<file path="config.mk">
export PLATFORM = sky130hd
export DESIGN_NAME = timer_irq_src
export DESIGN_NICKNAME = d
export VERILOG_FILES = /design/src/rtl/timer_pkg.sv /design/src/rtl/timer_irq_src.sv
export SDC_FILE = /design/constraint.sdc
export NUM_CORES = 1
export LEC_CHECK = 0
export ABC_AREA = 1
export BUFFER_PORTS_ARGS = -buffer_cell sky130_fd_sc_hd__buf_2
export CAP_MARGIN = 20
export CORE_MARGIN = 5
export CORE_UTILIZATION = 57
export CTS_CLUSTER_DIAMETER = 50
export CTS_CLUSTER_SIZE = 20
export DETAILED_ROUTE_END_ITERATION = 8
export PLACE_DENSITY = 0.8
export SYNTH_ARGS = -nofsm -noshare
export SYNTH_HDL_FRONTEND = slang
export SYNTH_SLANG_ARGS = --single-unit
</file>
<file path="constraint.sdc">
create_clock -name clk -period 1.8 [get_ports clk]
set_clock_uncertainty 0.05 [all_clocks]
set_input_delay 0.09 -clock clk [delete_from_list [all_inputs] [get_ports clk]]
set_output_delay 0.09 -clock clk [all_outputs]
set_load 0.005 [all_outputs]
</file>
<file path="src/rtl/timer_pkg.sv">
// Shared types and constants for the memory-mapped countdown timer that feeds one HWInt line.
package timer_pkg;

   typedef enum logic [1:0] {IDLE, LOAD, CNT, INT} state_e;

   localparam logic [1:0] ADDR_CTRL   = 2'd0;
   localparam logic [1:0] ADDR_PRESET = 2'd1;
   localparam logic [1:0] ADDR_COUNT  = 2'd2;

   localparam int unsigned CTRL_EN      = 0;
   localparam int unsigned CTRL_MODE_LO = 1;
   localparam int unsigned CTRL_MODE_HI = 2;
   localparam int unsigned CTRL_IM      = 3;

   localparam logic [1:0] MODE_ONESHOT = 2'd0;
   localparam logic [1:0] MODE_RELOAD  = 2'd1;

endpackage

</file>
<file path="src/rtl/timer_irq_src.sv">
// Programmable countdown timer with CTRL/PRESET/COUNT registers; raises a level (one-shot)
// or a single-cycle periodic pulse (auto-reload) interrupt request.
module timer_irq_src
   import timer_pkg::*;
#(
   parameter int unsigned COUNT_W = 32
) (
   input  logic        clk,
   input  logic        reset,
   input  logic [1:0]  addr,
   input  logic        we,
   input  logic [31:0] din,
   output logic [31:0] dout,
   output logic        irq
);

   logic [3:0]         ctrl_q, ctrl_d;
   logic [COUNT_W-1:0] preset_q, preset_d;
   logic [COUNT_W-1:0] count_q, count_d;
   logic               pending_q, pending_d;
   state_e             state_q, state_d;

   logic               ctrl_wr, preset_wr;
   logic [1:0]         mode;

   assign ctrl_wr   = we && (addr == ADDR_CTRL);
   assign preset_wr = we && (addr == ADDR_PRESET);
   assign mode      = ctrl_q[CTRL_MODE_HI:CTRL_MODE_LO];

   always_comb begin
      ctrl_d    = ctrl_q;
      preset_d  = preset_q;
      count_d   = count_q;
      pending_d = pending_q;
      state_d   = state_q;

      // A bus write pre-empts the FSM and restarts it from IDLE.
      if (ctrl_wr || preset_wr) begin
         if (ctrl_wr) begin
            ctrl_d = din[3:0];
         end
         if (preset_wr) begin
            preset_d = din[COUNT_W-1:0];
         end
         pending_d = 1'b0;
         state_d   = IDLE;
      end else begin
         unique case (state_q)
            IDLE: begin
               // Auto-reload pulse lasts only the cycle spent in IDLE after INT.
               if (mode == MODE_RELOAD) begin
                  pending_d = 1'b0;
               end
               if (ctrl_q[CTRL_EN]) begin
                  state_d = LOAD;
               end
            end
            LOAD: begin
               count_d = preset_q;
               state_d = CNT;
            end
            CNT: begin
               if (count_q > COUNT_W'(1)) begin
                  count_d = count_q - COUNT_W'(1);
               end else begin
                  count_d = '0;
                  state_d = INT;
               end
            end
            INT: begin
               pending_d = 1'b1;
               if (mode != MODE_RELOAD) begin
                  ctrl_d[CTRL_EN] = 1'b0;
               end
               state_d = IDLE;
            end
            default: begin
               state_d = IDLE;
            end
         endcase
      end
   end

   always_ff @(posedge clk or negedge reset) begin
      if (!reset) begin
         ctrl_q    <= '0;
         preset_q  <= '0;
         count_q   <= '0;
         pending_q <= 1'b0;
         state_q   <= IDLE;
      end else begin
         ctrl_q    <= ctrl_d;
         preset_q  <= preset_d;
         count_q   <= count_d;
         pending_q <= pending_d;
         state_q   <= state_d;
      end
   end

   always_comb begin
      dout = 32'd0;
      unique case (addr)
         ADDR_CTRL:   dout = {28'd0, ctrl_q};
         ADDR_PRESET: dout = 32'(preset_q);
         ADDR_COUNT:  dout = 32'(count_q);
         default:     dout = 32'd0;
      endcase
   end

   assign irq = pending_q & ctrl_q[CTRL_IM];

endmodule

</file>
[Word-level counts from Yosys, hierarchy flattened]
Cells that the tools add are included.
W data, S select, Z words.
Cells by class
  $add $sub $neg: 1
  $lt $le $gt $ge: 1
  eq/ne operators: 11
  multiplexer cells: 14
  bitwise logic cells: 2
  reduce and logical (&&, ||, !) cells: 15
Operators with widths (count)
  $pmux W32 S3: 1
  $pmux W32 S2: 1
  $gt A32 B1 Y1 const B: 1
  $mux W32: 1
  $sub A32 B1 Y32 const B: 1
  $reduce_and A2 Y1: 5
  $ne A3 B3 Y1 const B: 3
  $pmux W2 S4: 1
  $eq A2 B1 Y1 const B: 3
  $eq A2 B2 Y1 const B: 3
  $mux W1: 6
  $mux W2: 3
  $reduce_bool A2 Y1: 3
  $logic_not A2 Y1: 2
  $reduce_and A3 Y1: 1
  $reduce_bool A3 Y1: 1
  $logic_and A1 B1 Y1: 2
  $ne A2 B1 Y1 const B: 1
  $ne A2 B2 Y1 const B: 1
  $pmux W1 S2: 1
  $and A1 B1 Y1: 1
  $logic_or A1 B1 Y1: 1
  $not A1 Y1: 1
Storage, ports and cells
  bits in registers: 71
  input port bits: 37
  output and inout bits: 33
  word-level logic and storage cells: 50

[Depth between registers and ports, before layout]
Gate-level depths: netlist of the first run.
  depth after elaboration: 5
  depth in mapped cells: 12
  gate-level depth less buffers: 11

[Worst setup path before layout of the first run]
OpenSTA, ideal clock, no wires.
  path kind: flip-flop to flip-flop
  start: reg count_q[1]
  end: reg state_q[1]
  library setup time: 121 ps
  arrival: 1508 ps
  data required time: 1629 ps
  slack: 121 ps
  cell stages (with the launch flop): 13
  buffers on the path: 1
  period minus slack after synthesis: 1679 ps
  path through: dfrtp_1 inv_1 ha_1 nand2_2 nor2_4 nand2_4 nand2_2 nand2_1 nand2_2 buf_6 o21ai_2 nand3_1 nand2_1
Between the ends
  longest elaborated chain between the ends: 3
RTL lines
  start: declaration: line timer_irq_src.sv:19  | logic [COUNT_W-1:0] count_q, count_d;
  start signal: assignment: line timer_irq_src.sv:94  | count_q <= count_d;
  $gt A32 B1 Y1: line timer_irq_src.sv:63  | if (count_q > COUNT_W'(1)) begin
  $ne A3 B3 Y1 (no source line)
  $reduce_and A2 Y1 (no source line)
  end signal: assignment: line timer_irq_src.sv:96  | state_q <= state_d;
  end: declaration: line timer_irq_src.sv:21  | state_e state_q, state_d;
No other way between the ends.
A chain may end at the register's enable or synchronous reset.

[Worst setup path after layout of the first run]
  start: reg count_q[0]
  end: reg count_q[5]
Between the ends
  longest elaborated chain between the ends: 3
  elaborated cells between the ends (all ways): 4
  those cells by class: add/sub (1); order compare (1); mux (2)
RTL lines
  $sub A32 B1 Y32 or $gt A32 B1 Y1 (tied branches): line timer_irq_src.sv:64, timer_irq_src.sv:63
  $mux W32 *: line timer_irq_src.sv:63
  $pmux W32 S2 *: line timer_irq_src.sv:48  | unique case (state_q)
Mark *: on every way between the ends. The rest lies on a longest branch, timed or not.

==> results.md, run 1 <==
* P_sw at ~3.6 mW
* Failing checks: negative setup slack
* CP startpoint: count_q[0]$_DFFE_PN0P_
* Clk Latency, worst-skew pair at around 0.36 ns
* Vias per cell at between 5 and 6
* DRT Wirelength at 13.0 mm
* Max_slew headroom at 0.666
* Vias at 4764
* Logic pwr share at 0.486
* Wire length of the first global-routing pass at about 22 mm
* Pwr dens at 1440 nW/um2
* Clock slew at reported path FFs at 0.08 ns
* Worst setup slack after layout at -0.000642 ns
* # IOs at 70
* Number of synthesized flops with an enable pin at 0
* Final Hold Viols at 0
* Outcome: finished with violations
* Design area at 5740 um2
* Synth area leader: dfrtp_1
* Layout Nets at approximately 810
* Crit Path Max Fanout at 8
* CP Capture Type: flip-flop
* Die width at 98.4 um
* GRT Util Overall at 0.274
* R2r setup slk at -0.0006 ns
* CP Class: flip-flop to flip-flop
* Seq cells post-synth at 71
* DR iter-0 viols at around 370
* P_int at 4.70 mW
* DRT Pass-1 Iters at 6
* Fill cell count at 612
* Sw frac at 0.431
* I/O Buffers at between 60 and 70
* Critical path required time at 2.00 ns
* Max Fclk at around 0.56 GHz
* Total leakage power at 2.87 nW
* Pin count of the biggest net entering global routing at 72
* Cells after Synth at 641
* Initial Util at 0.580
* DRC Markers at 0
* Worst Tran Pin Value at 0.500 ns
* Critical Path AT at 2.00 ns
* Syn Nets at between 600 and 700
* Share of the synthesized area in the top cell type at 0.399
* Hold Crit Class: input pin to flip-flop
* Clock power share at 0.190
* Yosys cell types at 29
* Post-synth top cells: nand2_1, dfrtp_1, inv_1
* Worst hold path startpoint: we
* Crit start category: flip-flop
* WHS Endpoint: ctrl_q[2]$_DFFE_PN0P_
* # diodes at 0
* # rows at 32
* Slew Viols, Final at 0
* Chip Height at 98.4 um
* R2r endpoint: count_q[5]$_DFFE_PN0P_
* Maxcap violations at 0
* Post-Synthesis Mean Instance Area at 6.95 um2
* Sequential element share of the synthesized area at 0.399
* Reg2Reg Launch Point: count_q[0]$_DFFE_PN0P_
* Hold Crit Depth at 3
* CTS sink cnt at 71
* Post-DP HPWL at about 8.7 mm
* Post-place setup slack at -0.0601 ns
* Root Driver: clkbuf_8
* Worst Hold Slack at 0.0587 ns
* Total core area at 7690 um2
* Final Critical Period at about 1.8 ns
* Area Growth Syn to Fin at 28.9%
* Antenna violations before repair at 0
* Maximum vdd drop at 0.699 mV
* Crit share post-route at 1.00
* Post-Syn Area at 4460 um2
* Num CTS Buffers at 9
* Layout cells sized above 1 at 0.232
* Die Area at 9690 um2
* RSZ-0062 raised after global routing: yes
* Core Util, Final at 0.747
* Max clock buf depth at 2
* YS warnings at 0
* TritonCTS clock tree: built
* Leading post-synthesis cells by cell area: dfrtp_1, nand2_1, o21ai_0
* Flop pwr share at 0.325
* Wire per inst at 15.0 um
* Cell with the most instances after synthesis: nand2_1
* Post-synth ARST share at 1.00
* Top FF cell, synth: dfrtp_1
* Grt ovf at 0
* Final-report setup violation count at 1
* Number of global-route vias before repair at roughly 4600
* RePlAce Congestion at approximately 0.9
* Antenna viol nets, final at 0
* Cell Area, Placed at roughly 5000 um2
* Reg2Reg Depth at 12
* Htree depth at 3
## cells in the final DEF (no fill, tap or decap), drive strengths merged
| cell | netlist | layout |
|---|---|---|
| nand2 | 265 | 265 |
| buf | 12 | 103 |
| dfrtp | 71 | 71 |
| inv | 60 | 61 |
| o21ai | 55 | 55 |
| nor2 | 55 | 55 |
| a21oi | 39 | 39 |
| dlygate4sd3 | 0 | 33 |
| nand3 | 26 | 26 |
| a21boi | 17 | 17 |
| xor2 | 12 | 12 |
| clkbuf | 13 | 11 |
| o211ai | 5 | 5 |
| ha | 5 | 5 |
| bufinv | 0 | 3 |
| nand4 | 2 | 2 |
| nor3 | 2 | 2 |
| o22ai | 1 | 1 |
| clkinv | 1 | 1 |
| clkinvlp | 0 | 1 |
## kinds of logic (layout without fill, tap and decap cells)
| group | count (synthesis) | in the layout | share of synthesized area |
|---|---|---|---|
| AO/OA/AOI/OAI | 117 | 117 | 0.156 |
| buffers and inverters | 86 | 213 | 0.0806 |
| AND/OR/NAND/NOR | 350 | 350 | 0.327 |
| adder cells (fa/ha/maj) | 5 | 5 | 0.0140 |
| XOR/XNOR | 12 | 12 | 0.0236 |
| flip-flops | 71 | 71 | 0.399 |
## power groups by stage
| stage | Combinational [mW] | Clock [mW] | Sequential (mW) |
|---|---|---|---|
| 2_1_floorplan | 2.66 | 0 | 2.51 |
| 3_3_place_gp | 3.54 | 0 | 2.65 |
| 3_5_place_dp | 3.67 | 0 | 2.67 |
| 4_1_cts | 3.78 | 1.57 | 2.65 |
| 5_1_grt | 4.48 | 1.66 | 2.75 |
| 6_report | 4.01 | 1.57 | 2.68 |
## registers in the layout, summed over array words and instances (netlist names)
signal / cells
count_q: 32
ctrl_q: 4
preset_q: 32
pending_q: 1
state_q: 2
## cell type report
cell class / count / area (um2) / share of cell area
multi-input cells: 484 / 2380 / 0.415
flip-flops and latches: 71 / 1780 / 0.309
repair buffers: 136 / 988 / 0.172
inverters: 61 / 229 / 0.0399
clock buffers: 11 / 131 / 0.0229
well taps: 102 / 128 / 0.0222
clock inverters: 5 / 106 / 0.0185
## critical path, stage by stage (launching register included)
cell and delay (ns):
dfrtp_1 0.40, inv_2 0.09, ha_2 0.21, nand2_2 0.09, nor2_4 0.16, nand2_4 0.10
nand2_4 0.09, nand2_2 0.06, nand2_4 0.12, buf_4 0.14, o21ai_1 0.07, nand2_1 0.08
nand2_1 0.05
## what timing repair did
item                                    4_1_cts  5_1_grt
hold buffers                                 33        0
buffers inserted                              1        9
pin swaps                                     1        7
resized for setup                             1       20
endpoints found under the setup margin        8       31
hold endpoints to repair                    107        0
## how the worst max path moves through the flow
stage / end / slack [ns] / cells past startpoint
6_report: count_q[5]$_DFFE_PN0P_ / -0.0006 / 12
3_5_place_dp: state_q[1]$_DFFE_PN0P_ / -0.06 / 11
3_3_place_gp: count_q[21]$_DFFE_PN0P_ / 0.07 / 11
5_1_grt: count_q[5]$_DFFE_PN0P_ / -0.08 / 12
2_1_floorplan: state_q[1]$_DFFE_PN0P_ / 0.12 / 12
4_1_cts: count_q[21]$_DFFE_PN0P_ / 0.02 / 11
## routing by layer
layer / vias up / part of all wire / GRT usage
met1: 2253 / 0.42 / 0.373
li1: 2265 / - / -
met2: 209 / 0.47 / 0.440
met4: 0 / 0.028 / 0.105
met3: 37 / 0.076 / 0.0474
met5: - / 0 / 0
## stage by stage
| stage | setup TNS, ns | power (mW) | std cells |
|---|---|---|---|
| 6_report | -0.000642 | 8.26 | 870 |
| 5_1_grt | -0.614 | 8.89 | 870 |
| 4_1_cts | 0 | 7.99 | 861 |
| 3_5_place_dp | -0.120 | 6.35 | 811 |
| 3_3_place_gp | 0 | 6.18 | 811 |
| 2_1_floorplan | 0 | 5.16 | 641 |
(Power assumes the default switching activity.)
==> inputs of run 2 (changes only) <==
--- a/config.mk
+++ b/config.mk
@@ -9,11 +9,10 @@
 export BUFFER_PORTS_ARGS = -buffer_cell sky130_fd_sc_hd__buf_2
 export CAP_MARGIN = 20
 export CORE_MARGIN = 5
-export CORE_UTILIZATION = 57
+export CORE_UTILIZATION = 40
 export CTS_CLUSTER_DIAMETER = 50
 export CTS_CLUSTER_SIZE = 20
 export DETAILED_ROUTE_END_ITERATION = 8
-export PLACE_DENSITY = 0.8
 export SYNTH_ARGS = -nofsm -noshare
 export SYNTH_HDL_FRONTEND = slang
 export SYNTH_SLANG_ARGS = --single-unit
==> results.md, run 2 (synthesis results as in run 1) <==
* Hold Crit Class: input pin to flip-flop (unchanged)
* Crit Path Max Fanout at 8 (unchanged)
* Most frequent cells in the layout: nand2_1, dfrtp_1, buf_2 (unchanged)
* TritonCTS clock tree: built (unchanged)
* Die Area at 13400 um2 (was 9690 um2)
* DRT Pass-1 Iters at 5 (was 6)
* Final-report setup violation count at 0 (was 1)
* Grt ovf at 0 (unchanged)
* Highest routed layer: met4 (unchanged)
* Root Driver: clkbuf_8 (unchanged)
* Antenna violations before repair at 0 (unchanged)
* RSZ-0062 raised after global routing: yes (unchanged)
* Maxcap violations at 0 (unchanged)
* CP Class: flip-flop to flip-flop (unchanged)
* Wire per inst at 14.6 um (was 15.0 um)
* Met2 Wirelength at 6.08 mm (was 6.18 mm)
* Pwr dens at 1400 nW/um2 (was 1440 nW/um2)
* Post-Layout Cell Count at 910 (was 870)
* DRC Markers at 0 (unchanged)
* Critical path required time at 2.03 ns (was 2.00 ns)
* Maximum vdd drop at 0.657 mV (was 0.699 mV)
* Final Critical Period at 1.74 ns (was 1.80 ns)
* Die width at 116 um (was 98.4 um)
* Pin count of the biggest net entering global routing at 63 (was 72)
* Core Util, Final at 0.532 (was 0.747)
* DR iter-0 viols at 314 (was 367)
* CTS sink cnt at 71 (unchanged)
* Max clock buf depth at 2 (unchanged)
* RePlAce Congestion at 0.864 (was 0.897)
* Clock slew at reported path FFs at 0.08 ns (about the same)
* Antenna viol nets, final at 0 (unchanged)
* Crit share post-route at 0.965 (was 1.00)
* CP Capture Type: flip-flop (unchanged)
* M1 WL at 6.40 mm (was 5.52 mm)
* Setup TNS at 0 ns (was -0.000642 ns)
* Commonest non-fill, non-tap cell in the layout: nand2_1 (unchanged)
* Crit start category: flip-flop (unchanged)
* GRT Util Overall at 0.206 (was 0.274)
* Layout cells sized above 1 at 0.246 (was 0.232)
* Num CTS Buffers at 9 (unchanged)
* Post-DP HPWL at 9.36 mm (was 8.73 mm)
* WL met3 at 586 um (was 990 um)
* Wire length of the first global-routing pass at 21.7 mm (was 21.8 mm)
* Area Growth Syn to Fin at 30.0% (was 28.9%)
* Number of global-route vias before repair at 4472 (was 4597)
* Registers with the most flip-flops: count_q (32), preset_q (32), ctrl_q (4) (unchanged)
* Initial Util at 0.409 (was 0.580)
* # IOs at 70 (unchanged)
* DRT Wirelength at 13.3 mm (was 13.0 mm)
* Outcome: completed (was finished with violations)
* Clk Latency, worst-skew pair at 0.36 ns (about the same)
* # rows at 38 (was 32)
* Max Fclk at 0.576 GHz (was 0.555 GHz)
* Final Hold Viols at 0 (unchanged)
* Worst Tran Pin Value at 0.490 ns (was 0.500 ns)
* I/O Buffers at 69 (unchanged)
* Max_slew headroom at 0.673 (was 0.666)
* Htree depth at 3 (unchanged)
* Vias at 4550 (was 4764)
* Slew Viols, Final at 0 (unchanged)
* Critical Path AT at 1.97 ns (was 2.00 ns)
* Chip Height at 116 um (was 98.4 um)
* Vias per cell at 5.00 (was 5.48)
* Layout Nets at 806 (was 805)
* Total leakage power at 2.87 nW (about the same)
* Total core area at 10900 um2 (was 7690 um2)
* Placed cells at 855 (was 811)
run 2: layout make-up:
class	instances	area [um2]
clock inverter	6	85.1
inverter	61	233
tap	140	175
fill	1044	5090
antenna	1	2.50
multi-input combinational	485	2420
clock buffer	10	128
sequential	71	1780
timing repair buffer	136	975
run 2: power breakdown:
group,switching (mW),leakage (nW),internal [mW]
clock,0.653,0.102,0.776
sequential,0.556,0.863,2.14
combinational,2.36,1.91,1.63
run 2: path summary, 6_finish.rpt:
path,from,to,slack (ns),depth (start not counted)
setup / recovery,count_q[1]$_DFFE_PN0P_,count_q[14]$_DFFE_PN0P_,0.06,11
setup reg to reg,count_q[1]$_DFFE_PN0P_,count_q[14]$_DFFE_PN0P_,0.06,11
hold reg to reg,preset_q[21]$_DFFE_PN0P_,preset_q[21]$_DFFE_PN0P_,0.46,2
min in group asynchronous,reset,count_q[16]$_DFFE_PN0P_,0.08,2
max in group asynchronous,reset,count_q[26]$_DFFE_PN0P_,0.97,3
hold / removal,we,ctrl_q[0]$_DFFE_PN0P_,0.07,3
run 2: worst max-delay path, cell delays in order (launching register included):
cell and delay [ns]:
dfrtp_1 0.40, inv_2 0.06, buf_6 0.12, ha_4 0.14
nand2_2 0.05, nor2_1 0.04, nand2_1 0.10, nand2_4 0.07
a21oi_4 0.24, buf_6 0.19, nand3_2 0.07, a21oi_2 0.14
run 2: stage by stage:
stage          setup WS, ns  instance area, um2  total power [mW]  hold WS, ns
2_1_floorplan         0.121                4460              5.16       -0.256
3_3_place_gp         0.0558                5100              6.26      -0.0672
3_5_place_dp        -0.0301                5100              6.38      -0.0648
4_1_cts              0.0159                5650              7.89       0.0611
5_1_grt             -0.0341                5790              8.75       0.0969
6_report             0.0630                5790              8.11       0.0723
run 2: layer usage:
metal  global-route usage  up-vias
met1                0.291     2156
met5                    0        -
met3               0.0319       15
li1                     -     2262
met2                0.325      117
met4               0.0649        0
run 2: timing repair:
| action | 4_1_cts | 5_1_grt |
|---|---|---|
| endpoints found under the hold margin | 107 | 0 |
| hold buffers | 33 | 0 |
| cloned | 0 | 2 |
| setup buffers | 0 | 3 |
| pin swaps | 0 | 6 |
| setup endpoints to repair | 6 | 30 |
| gates resized for setup | 1 | 33 |
